--- src/rtl/uart_pkg.sv ---
// rtl/uart_pkg.sv - shared types and helpers for the UART receive path
package uart_pkg;

    typedef enum logic [2:0] {
        IDLE   = 3'd0,
        START  = 3'd1,
        DATA   = 3'd2,
        PARITY = 3'd3,
        STOP   = 3'd4,
        BREAK  = 3'd5
    } rx_state_e;

    typedef struct packed {
        logic [7:0] data;
        logic       parity_err;
        logic       frame_err;
    } rx_entry_t;

    // Clock cycles per oversample tick (integer divide, truncating)
    function automatic int baud_div(input int clk_hz, input int baud, input int os);
        return clk_hz / (baud * os);
    endfunction

endpackage

--- src/rtl/uart_rx_core_if.sv ---
// rtl/uart_rx_core_if.sv - receive-byte valid/ready handshake toward the host
interface uart_rx_core_if;
    logic [7:0] rx_data;
    logic       rx_parity_err;
    logic       rx_frame_err;
    logic       rx_valid;
    logic       rx_ready;

    modport master (
        output rx_data,
        output rx_parity_err,
        output rx_frame_err,
        output rx_valid,
        input  rx_ready
    );

    modport slave (
        input  rx_data,
        input  rx_parity_err,
        input  rx_frame_err,
        input  rx_valid,
        output rx_ready
    );
endinterface

--- src/rtl/uart_rx_fifo.sv ---
// rtl/uart_rx_fifo.sv - first-word fall-through buffer of received bytes and flags
module uart_rx_fifo
    import uart_pkg::*;
#(
    parameter int FIFO_DEPTH = 4
) (
    input  logic      clk,
    input  logic      rst_n,
    input  logic      push,
    input  rx_entry_t push_entry,
    input  logic      pop,
    output rx_entry_t head,
    output logic      valid,
    output logic      overrun
);

    localparam int AW = $clog2(FIFO_DEPTH);

    rx_entry_t      mem [FIFO_DEPTH];
    logic [AW:0]    wr_ptr;
    logic [AW:0]    rd_ptr;
    logic           empty;
    logic           full;
    logic           pop_ok;
    logic           push_ok;

    assign empty   = (wr_ptr == rd_ptr);
    assign full    = (wr_ptr[AW] != rd_ptr[AW]) && (wr_ptr[AW-1:0] == rd_ptr[AW-1:0]);
    assign pop_ok  = pop && !empty;
    // A pop in the same cycle frees the slot, so a full FIFO can still accept
    assign push_ok = push && (!full || pop_ok);
    assign overrun = push && full && !pop_ok;

    assign valid   = !empty;
    assign head    = empty ? '0 : mem[rd_ptr[AW-1:0]];

    // Storage write; contents need no reset because the pointers gate visibility
    always_ff @(posedge clk) begin
        if (push_ok) begin
            mem[wr_ptr[AW-1:0]] <= push_entry;
        end
    end

    // Read/write pointers with wrap bit
    always_ff @(posedge clk or negedge rst_n) begin
        if (!rst_n) begin
            wr_ptr <= '0;
            rd_ptr <= '0;
        end else begin
            if (push_ok) wr_ptr <= wr_ptr + 1'b1;
            if (pop_ok)  rd_ptr <= rd_ptr + 1'b1;
        end
    end

endmodule

--- src/rtl/uart_rx_core.sv ---
// rtl/uart_rx_core.sv - oversampling UART receiver with parity/stop checking and buffering
module uart_rx_core
    import uart_pkg::*;
#(
    parameter int CLK_FREQ_HZ = 50_000_000,
    parameter int BAUD        = 115200,
    parameter int OVERSAMPLE  = 16,
    parameter int PARITY_EN   = 1,
    parameter int PARITY_ODD  = 0,
    parameter int FIFO_DEPTH  = 4
) (
    input  logic             clk,
    input  logic             rst_n,
    input  logic             rxd,
    uart_rx_core_if.master   rx_if,
    output logic             overrun,
    output logic             busy
);

    localparam int   DIV     = baud_div(CLK_FREQ_HZ, BAUD, OVERSAMPLE);
    localparam int   DW      = (DIV > 1) ? $clog2(DIV) : 1;
    localparam int   OW      = $clog2(OVERSAMPLE);
    localparam logic PAR_EN  = (PARITY_EN != 0);
    localparam logic PAR_ODD = (PARITY_ODD != 0);

    logic [1:0]     sync_q;
    logic           rxd_s;
    logic           rxd_prev;
    rx_state_e      state;
    rx_state_e      next_state;
    logic [DW-1:0]  div_cnt;
    logic [OW-1:0]  os_cnt;
    logic           tick;
    logic           sample;
    logic [2:0]     bit_cnt;
    logic [7:0]     shift_reg;
    logic           par_err_q;
    logic           shift_en;
    logic           par_en;
    logic           stop_en;
    logic           push_q;
    rx_entry_t      push_entry_q;
    rx_entry_t      head;
    logic           head_valid;

    assign rxd_s = sync_q[1];

    // Two-flop synchronizer plus one delayed copy for start-edge detection
    always_ff @(posedge clk or negedge rst_n) begin
        if (!rst_n) begin
            sync_q   <= 2'b11;
            rxd_prev <= 1'b1;
        end else begin
            sync_q   <= {sync_q[0], rxd};
            rxd_prev <= rxd_s;
        end
    end

    // Start bit samples at half a bit, later bits every full bit (bit centres)
    assign tick   = (div_cnt == DW'(DIV - 1));
    assign sample = tick && ((state == START) ? (os_cnt == OW'(OVERSAMPLE/2 - 1))
                                              : (os_cnt == OW'(OVERSAMPLE - 1)));

    // Tick and oversample counters; held clear in IDLE so START begins phase-aligned
    always_ff @(posedge clk or negedge rst_n) begin
        if (!rst_n) begin
            div_cnt <= '0;
            os_cnt  <= '0;
        end else if (state == IDLE) begin
            div_cnt <= '0;
            os_cnt  <= '0;
        end else if (tick) begin
            div_cnt <= '0;
            os_cnt  <= sample ? '0 : os_cnt + 1'b1;
        end else begin
            div_cnt <= div_cnt + 1'b1;
        end
    end

    // FSM state register
    always_ff @(posedge clk or negedge rst_n) begin
        if (!rst_n) state <= IDLE;
        else        state <= next_state;
    end

    // FSM next-state decode
    always_comb begin
        next_state = state;
        case (state)
            IDLE:   if (rxd_prev && !rxd_s) next_state = START;
            START:  if (sample) next_state = rxd_s ? IDLE : DATA;
            DATA:   if (sample && bit_cnt == 3'd7) next_state = PAR_EN ? PARITY : STOP;
            PARITY: if (sample) next_state = STOP;
            STOP:   if (sample) next_state = rxd_s ? IDLE : BREAK;
            BREAK:  if (rxd_s) next_state = IDLE;
            default: next_state = IDLE;
        endcase
    end

    // FSM outputs: status and per-state sample strobes
    always_comb begin
        busy     = (state != IDLE);
        shift_en = (state == DATA) && sample;
        par_en   = (state == PARITY) && sample;
        stop_en  = (state == STOP) && sample;
    end

    // Shift register, bit counter and parity check
    always_ff @(posedge clk or negedge rst_n) begin
        if (!rst_n) begin
            shift_reg <= '0;
            bit_cnt   <= '0;
            par_err_q <= 1'b0;
        end else if (state == IDLE) begin
            bit_cnt   <= '0;
            par_err_q <= 1'b0;
        end else begin
            if (shift_en) begin
                shift_reg <= {rxd_s, shift_reg[7:1]};
                bit_cnt   <= bit_cnt + 1'b1;
            end
            if (par_en) begin
                par_err_q <= (^shift_reg) ^ rxd_s ^ PAR_ODD;
            end
        end
    end

    // Register the completed frame; written into the FIFO on the next clock
    always_ff @(posedge clk or negedge rst_n) begin
        if (!rst_n) begin
            push_q       <= 1'b0;
            push_entry_q <= '0;
        end else begin
            push_q <= stop_en;
            if (stop_en) begin
                push_entry_q.data       <= shift_reg;
                push_entry_q.parity_err <= par_err_q;
                push_entry_q.frame_err  <= ~rxd_s;
            end
        end
    end

    uart_rx_fifo #(
        .FIFO_DEPTH (FIFO_DEPTH)
    ) u_fifo (
        .clk        (clk),
        .rst_n      (rst_n),
        .push       (push_q),
        .push_entry (push_entry_q),
        .pop        (rx_if.rx_ready),
        .head       (head),
        .valid      (head_valid),
        .overrun    (overrun)
    );

    assign rx_if.rx_data       = head.data;
    assign rx_if.rx_parity_err = head.parity_err;
    assign rx_if.rx_frame_err  = head.frame_err;
    assign rx_if.rx_valid      = head_valid;

endmodule

--- src/flat_wrapper.sv ---
// flat-port wrapper written by rule: the top's interface ports become plain ports
module uart_rx_core_flat import uart_pkg::*;
#(
    parameter int CLK_FREQ_HZ = 50_000_000,
    parameter int BAUD        = 115200,
    parameter int OVERSAMPLE  = 16,
    parameter int PARITY_EN   = 1,
    parameter int PARITY_ODD  = 0,
    parameter int FIFO_DEPTH  = 4
)
  (clk, rst_n, rxd, overrun, busy, rx_if_rx_data, rx_if_rx_parity_err, rx_if_rx_frame_err, rx_if_rx_valid, rx_if_rx_ready);
  uart_rx_core_if rx_if_i ();
  input  logic clk;
  input  logic rst_n;
  input  logic rxd;
  output logic overrun;
  output logic busy;
  output wire logic [$bits(rx_if_i.rx_data)-1:0] rx_if_rx_data;
  output wire logic [$bits(rx_if_i.rx_parity_err)-1:0] rx_if_rx_parity_err;
  output wire logic [$bits(rx_if_i.rx_frame_err)-1:0] rx_if_rx_frame_err;
  output wire logic [$bits(rx_if_i.rx_valid)-1:0] rx_if_rx_valid;
  input wire logic [$bits(rx_if_i.rx_ready)-1:0] rx_if_rx_ready;
  assign rx_if_rx_data = rx_if_i.rx_data;
  assign rx_if_rx_parity_err = rx_if_i.rx_parity_err;
  assign rx_if_rx_frame_err = rx_if_i.rx_frame_err;
  assign rx_if_rx_valid = rx_if_i.rx_valid;
  assign rx_if_i.rx_ready = rx_if_rx_ready;
  uart_rx_core #(.CLK_FREQ_HZ(CLK_FREQ_HZ), .BAUD(BAUD), .OVERSAMPLE(OVERSAMPLE), .PARITY_EN(PARITY_EN), .PARITY_ODD(PARITY_ODD), .FIFO_DEPTH(FIFO_DEPTH)) u_core (.clk(clk), .rst_n(rst_n), .rxd(rxd), .rx_if(rx_if_i), .overrun(overrun), .busy(busy));
endmodule
--- config.mk ---
export PLATFORM = sky130hd
export DESIGN_NAME = uart_rx_core_flat
export DESIGN_NICKNAME = d
export VERILOG_FILES = /design/src/rtl/uart_pkg.sv /design/src/rtl/uart_rx_core_if.sv /design/src/rtl/uart_rx_fifo.sv /design/src/rtl/uart_rx_core.sv /design/src/flat_wrapper.sv
export SDC_FILE = /design/constraint.sdc
export NUM_CORES = 1
export LEC_CHECK = 0
export CORE_MARGIN = 2
export CORE_UTILIZATION = 59
export DETAILED_ROUTE_END_ITERATION = 7
export PLACE_DENSITY = 0.78
export SYNTH_ARGS = -nofsm -noshare
export SYNTH_HDL_FRONTEND = slang
export SYNTH_SLANG_ARGS = --single-unit
export TNS_END_PERCENT = 1
--- constraint.sdc ---
create_clock -name clk -period 2.65 [get_ports clk]
set_input_delay 0.53 -clock clk [delete_from_list [all_inputs] [get_ports clk]]
set_output_delay 0.53 -clock clk [all_outputs]
set_load 0.01 [all_outputs]
# ---- After elaboration in Yosys (flattened, before gate mapping)
# Memories as Yosys holds them, arrays and structs flattened.
# Cells that the tools add are included.
dict set report totals {
  ram_bits 40
  inputBits 4
  output_inout_bits 13
  romBits 0
  register_bits 44
  latchBits 0
  wordCells 87
  mem_count 1
}
# memory words word_bits read_ports rd_clocked_by_memory_dff write_ports line
set memory_table {}
lappend memory_table {u_core.u_fifo.mem 4 10 1 0 1 uart_rx_fifo.sv:19} ;# rx_entry_t mem [FIFO_DEPTH];
dict set report op_classes {
  n_mul 0
  n_div 0
  addsub 5
  shift 0
  order_cmp 0
  n_bitwise 3
  muxes 22
  n_reduce_logical 24
  n_eq_ne 18
}
# op n
set ops {}
lappend ops {{3-bit 2-to-1 mux} 9}
lappend ops {{3-bit case mux with 6 select lines} 1}
lappend ops {{4-bit 2-to-1 mux} 3}
lappend ops {{1-bit logical AND} 11}
lappend ops {{10-bit 2-to-1 mux} 1}
lappend ops {{5-bit 2-to-1 mux} 2}
lappend ops {{2-bit by 1-bit inequality test with 1-bit output (second input constant)} 5}
lappend ops {{3-bit by 1-bit adder with 3-bit output (second input constant)} 3}
lappend ops {{3-bit == test (second input constant)} 3}
lappend ops {{8-bit parity} 1}
lappend ops {{3-bit by 2-bit == test with 1-bit output (second input constant)} 2}
lappend ops {{6-bit AND reduction} 1}
lappend ops {{2-bit nonzero test} 3}
lappend ops {{5-bit by 1-bit adder with 5-bit output (second input constant)} 1}
lappend ops {{5-bit == test (second input constant)} 1}
lappend ops {{1-bit 2-to-1 mux} 5}
lappend ops {{4-bit by 1-bit adder with 4-bit output (second input constant)} 1}
lappend ops {{4-bit by 3-bit == test with 1-bit output (second input constant)} 1}
lappend ops {{4-bit == test (second input constant)} 1}
lappend ops {{1-bit zero test} 4}
lappend ops {{3-bit by 1-bit == test with 1-bit output (second input constant)} 1}
lappend ops {{3-bit == test} 1}
lappend ops {{3-bit zero test} 1}
lappend ops {{3-bit nonzero test} 1}
lappend ops {{other kinds (8)} 9}

# ---- Logic depth before layout (Yosys ltp)
dict set report logic_depth {
  depth_word 7
  ltp_mapped 7
  ltp_nobuf 6
}

# ---- By module
# From an unflattened synthesis, not the netlist that was laid out.
dict set report hier_totals {
  hier_cells 244
  hier_area_um2 3662.3
}
# mod seq_area_each_um2 area_each_um2 n_inst cells_per_inst
set by_module_without_submodules {}
lappend by_module_without_submodules {uart_rx_fifo 1351.3 1930.6 1 102}
lappend by_module_without_submodules {uart_rx_core 954.7 1731.7 1 142}

# ---- Worst setup path before layout
# No wires, ideal clock.
dict set report synth_timing {
  path_kind {register -> output}
  startpoint {reg u_core.u_fifo.rd_ptr[0]}
  endpoint {out rx_if_rx_data[0]}
  n_path_buf 1
  t_arrival_ps 1405
  path_slack_ps 715
  stages_incl_launch_ff 4
  required_ps 2120
  path_cell_list {dfrtp_1 > buf_2 > mux4_2 > and2_1}
}
dict set report synth_between {
  elab_chain_len 2
  word_cells_on_any_way 3
  classes_between {1 x eq/ne; 1 x mux; 1 x memory}
}
# element line
set synth_rtl {}
lappend synth_rtl {{from (decl)} uart_rx_fifo.sv:21} ;# logic [AW:0] rd_ptr;
lappend synth_rtl {{from (signal assigned)} uart_rx_fifo.sv:51} ;# if (pop_ok) rd_ptr <= rd_ptr + 1'b1;
lappend synth_rtl {{memory read 4 x 10 bit or 3-bit == test (tied branches)} -}
lappend synth_rtl {{10-bit 2-to-1 mux *} uart_rx_fifo.sv:35} ;# assign head = empty ? '0 : mem[rd_ptr[AW-1:0]];
lappend synth_rtl {{to (decl)} flat_wrapper.sv:18} ;# output wire logic [$bits(rx_if_i.rx_data)-1:0] rx_if_rx_data;
# Every way passes the cells marked *; elsewhere a longest branch is shown, timed or not.

# ---- Worst setup path in the final report
dict set report layout_timing {
  startpoint {reg u_core.u_fifo.rd_ptr[2]}
  endpoint {out rx_if_rx_frame_err}
}
dict set report layout_between {
  elab_chain_len 2
}
# element line
set layout_rtl {}
lappend layout_rtl {{3-bit == test} uart_rx_fifo.sv:27} ;# assign empty = (wr_ptr == rd_ptr);
lappend layout_rtl {{10-bit 2-to-1 mux} uart_rx_fifo.sv:35}
lappend layout_rtl {{to (decl)} flat_wrapper.sv:20} ;# output wire logic [$bits(rx_if_i.rx_frame_err)-1:0] rx_if_rx_frame_err;
# Every way passes these cells.

==> key figures <==
Floorplanning
  – Starting Density: 61.4%
  – Core ar.: 5960 um2
  – Row cnt: 28
  – Die area: 6850 um2
  – Width of the die: 82.7 um
  – Io pins: 17
  – Die height: 82.7 um

GRT
  – Total grt overflow: 0
  – Via count of the first global-routing pass: 2135
  – First-pass GRT wire length: 9900 um
  – Largest net degree at the start of global routing: 42
  – GRT Util Overall: 20.2%
  – Antenna violations before repair: 0

Detailed routing
  – # DRC: 0
  – WL final: 5860 um
  – Drt pass-1 iters: 4
  – DR vias: 1993
  – Routed vias/inst: 5.58
  – ANT nets after route: 0
  – Routed WL per cell: 16.4 um
  – Initial DRC Count: 82

Synthesis
  – Synthesized area: 3660 um2
  – #FFs+latches synth: 84
  – Register area share after synthesis: 63.0%
  – Post-synth EDFFs: 40
  – Top FF cell, synth: dfrtp_1
  – Yosys warning count: 0
  – Syn nets: 262
  – Syn_area_per_cell: 14.8 um2
  – Syn Inst Count: 248
  – Unique masters post-synth: 43
  – Async set-or-reset flop fraction in the synthesized netlist: 52.4%

Worst setup path
  – Crit path largest cell delay: 0.47 ns
  – Worst R2R Setup Slack: 0.63 ns
  – R2R depth: 6
  – Critical path's slowest cell: clkdlybuf4s50_1
  – Critical-path cell list: xnor2_1 > nand3_2 > and2_1 > clkdlybuf4s50_1
  – Critical Path Source Type: register
  – Critical R2R Capture: u_core.shift_reg[7]$_DFFE_PN0P_
  – CP endpoint kind: output port
  – FF-to-FF Start: u_core.div_cnt[0]$_DFF_PN0_
  – WP data arrival: 2.05 ns
  – CP Class: reg2out
  – Crit path max fanout: 13
  – Critical Path RT: 2.12 ns

STA
  – Setup_tns: 0 ns
  – Least-Margin Pin Slew: 0.525 ns
  – PnR worst setup slack: 0.0702 ns
  – Slew Viols, Final: 0
  – Endpoints failing hold: 0
  – Worst rel slew slack: 65.0%
  – Fmax: 388 MHz
  – Final period utilization: 97.4%
  – Min Tclk post-route: 2.58 ns
  – RSZ-0062 raised after global routing: yes
  – Setup violators final: 0
  – Worst Skew: 0.00763 ns

Min path
  – Min-delay src: u_core.sync_q[0]$_DFF_PN1_
  – Hold path cells: 0
  – Hold crit path type: reg2reg
  – Min-Delay Endpoint: u_core.sync_q[1]$_DFF_PN1_

Clock network
  – Htree depth: 3
  – Clock buffer depth: 2
  – Root buffer cell: clkbuf_8
  – Clock latency at the later pin of the worst-skew pair: 0.34 ns
  – TritonCTS buffer count: 9
  – Clock sinks: 84
  – CTS tree: done
  – Clock-pin slew on the worst setup and hold paths: 0.08 ns

Power and ir drop
  – Pleak: 1.64 nW
  – Peak supply drop: 0.000530 V
  – Pwr dens: 735 nW/um2

Final layout
  – Commonest cells after routing, fill and taps aside: dfrtp_1 (40), edfxtp_1 (40), nand2_1 (15)
  – Layout cells sized above 1: 20.9%
  – Diode count: 0
  – Max reg flops: 40
  – Nets@finish: 291
  – Area growth, synth to finish: 14.4%

Outcome
  – Outcome: complete, no violations

Placement
  – GP Congestion: 0.757
  – Final HPWL DP: 3780 um
  – Place WS: 0.190 ns
  – PortBufs: 16

Job
  – Max-cap violation count: 0
-- power breakdown --
part	total [W]	switching, W	internal (W)
combinational	0.000604	0.000279	0.000324
clock	0.000948	0.000422	0.000527
sequential	0.00152	0.0000988	0.00142
total	0.00307	0.000800	0.00228
-- logic make-up after synthesis --
kind of cell    after synthesis  synth area share [%]
compound gates               19                  3.63
xor+xnor                     22                  5.64
fa+ha+maj                    10                  3.42
buf+inv                      23                  2.98
flops                        84                  63.0
mux                          29                  12.0
simple gates                 61                  9.30
-- critical path: cells and delay by family (launching register included) --
kind / cells / cell delay, ns
buffers and inverters: 1 / 0.47
xor gates and xnor gates: 1 / 0.33
and+or+nand+nor: 2 / 0.48
DFF: 1 / 0.43
-- final cells by class --
cell class | instances | area [um2]
Tap cell | 75 | 93.8
Timing Repair Buffer | 27 | 248
Fill cell | 407 | 1770
Multi-Input combinational cell | 141 | 1270
Inverter | 14 | 52.6
Sequential cell | 84 | 2310
Clock inverter | 5 | 76.3
Clock buffer | 11 | 131
-- synthesized netlist by cell type, types with 3 or more instances --
cell type	instances	area (um2)
nand2_1	15	56.3
ha_1	10	125
xor2_1	6	52.6
dfstp_2	3	78.8
a21oi_1	4	20.0
clkbuf_1	3	11.3
mux4_2	10	225
nor2_1	11	41.3
dfrtp_1	41	1030
xnor2_1	15	131
o21ai_0	4	20.0
nand3_1	7	35.0
buf_2	3	15.0
and2_1	12	75.1
edfxtp_1	40	1200
mux2_2	14	158
mux2_1	5	56.3
inv_1	14	52.6
-- worst max-delay path by stage --
stage	startpoint	endpoint
detailed placement	u_core.u_fifo.rd_ptr[0]$_DFFE_PN0P_	rx_if_rx_frame_err
global route	u_core.u_fifo.rd_ptr[2]$_DFFE_PN0P_	rx_if_rx_frame_err
finish	u_core.u_fifo.rd_ptr[2]$_DFFE_PN0P_	rx_if_rx_frame_err
floorplan	u_core.u_fifo.rd_ptr[0]$_DFFE_PN0P_	rx_if_rx_data[0]
CTS	u_core.u_fifo.wr_ptr[1]$_DFFE_PN0N_	overrun
global placement	rx_if_rx_ready	overrun
-- routing by layer --
| layer | track usage (%) | part of all wire, % | up-vias |
|---|---|---|---|
| li1 | - | - | 951 |
| met1 | 24.0 | 44 | 1005 |
| met2 | 35.2 | 52 | 28 |
| met3 | 5.11 | 2.9 | 9 |
| met4 | 8.20 | 1.5 | 0 |
| met5 | 0 | 0 | - |
-- repair_timing --
action | 4_1_cts | 5_1_grt
hold buffers | 1 | 0
endpoints found under the setup margin | 12 | 3
resized for setup | 11 | 4
setup buffers | 0 | 0
hold endpoints to repair | 3 | 0
-- stage by stage --
step / std cells / power (W) / util (%) / hold WS, ns / cell area [um2]
5_1_grt: 357 / 0.00323 / 70.3 / 0.367 / 4180
6_report: 357 / 0.00307 / 70.3 / 0.365 / 4180
3_3_place_gp: 340 / 0.00214 / 66.1 / 0.332 / 3940
2_1_floorplan: 248 / 0.00190 / - / 0.234 / 3660
3_5_place_dp: 340 / 0.00216 / 66.1 / 0.334 / 3940
4_1_cts: 357 / 0.00309 / 69.9 / 0.364 / 4160
Power figures use the tool's default switching activity.
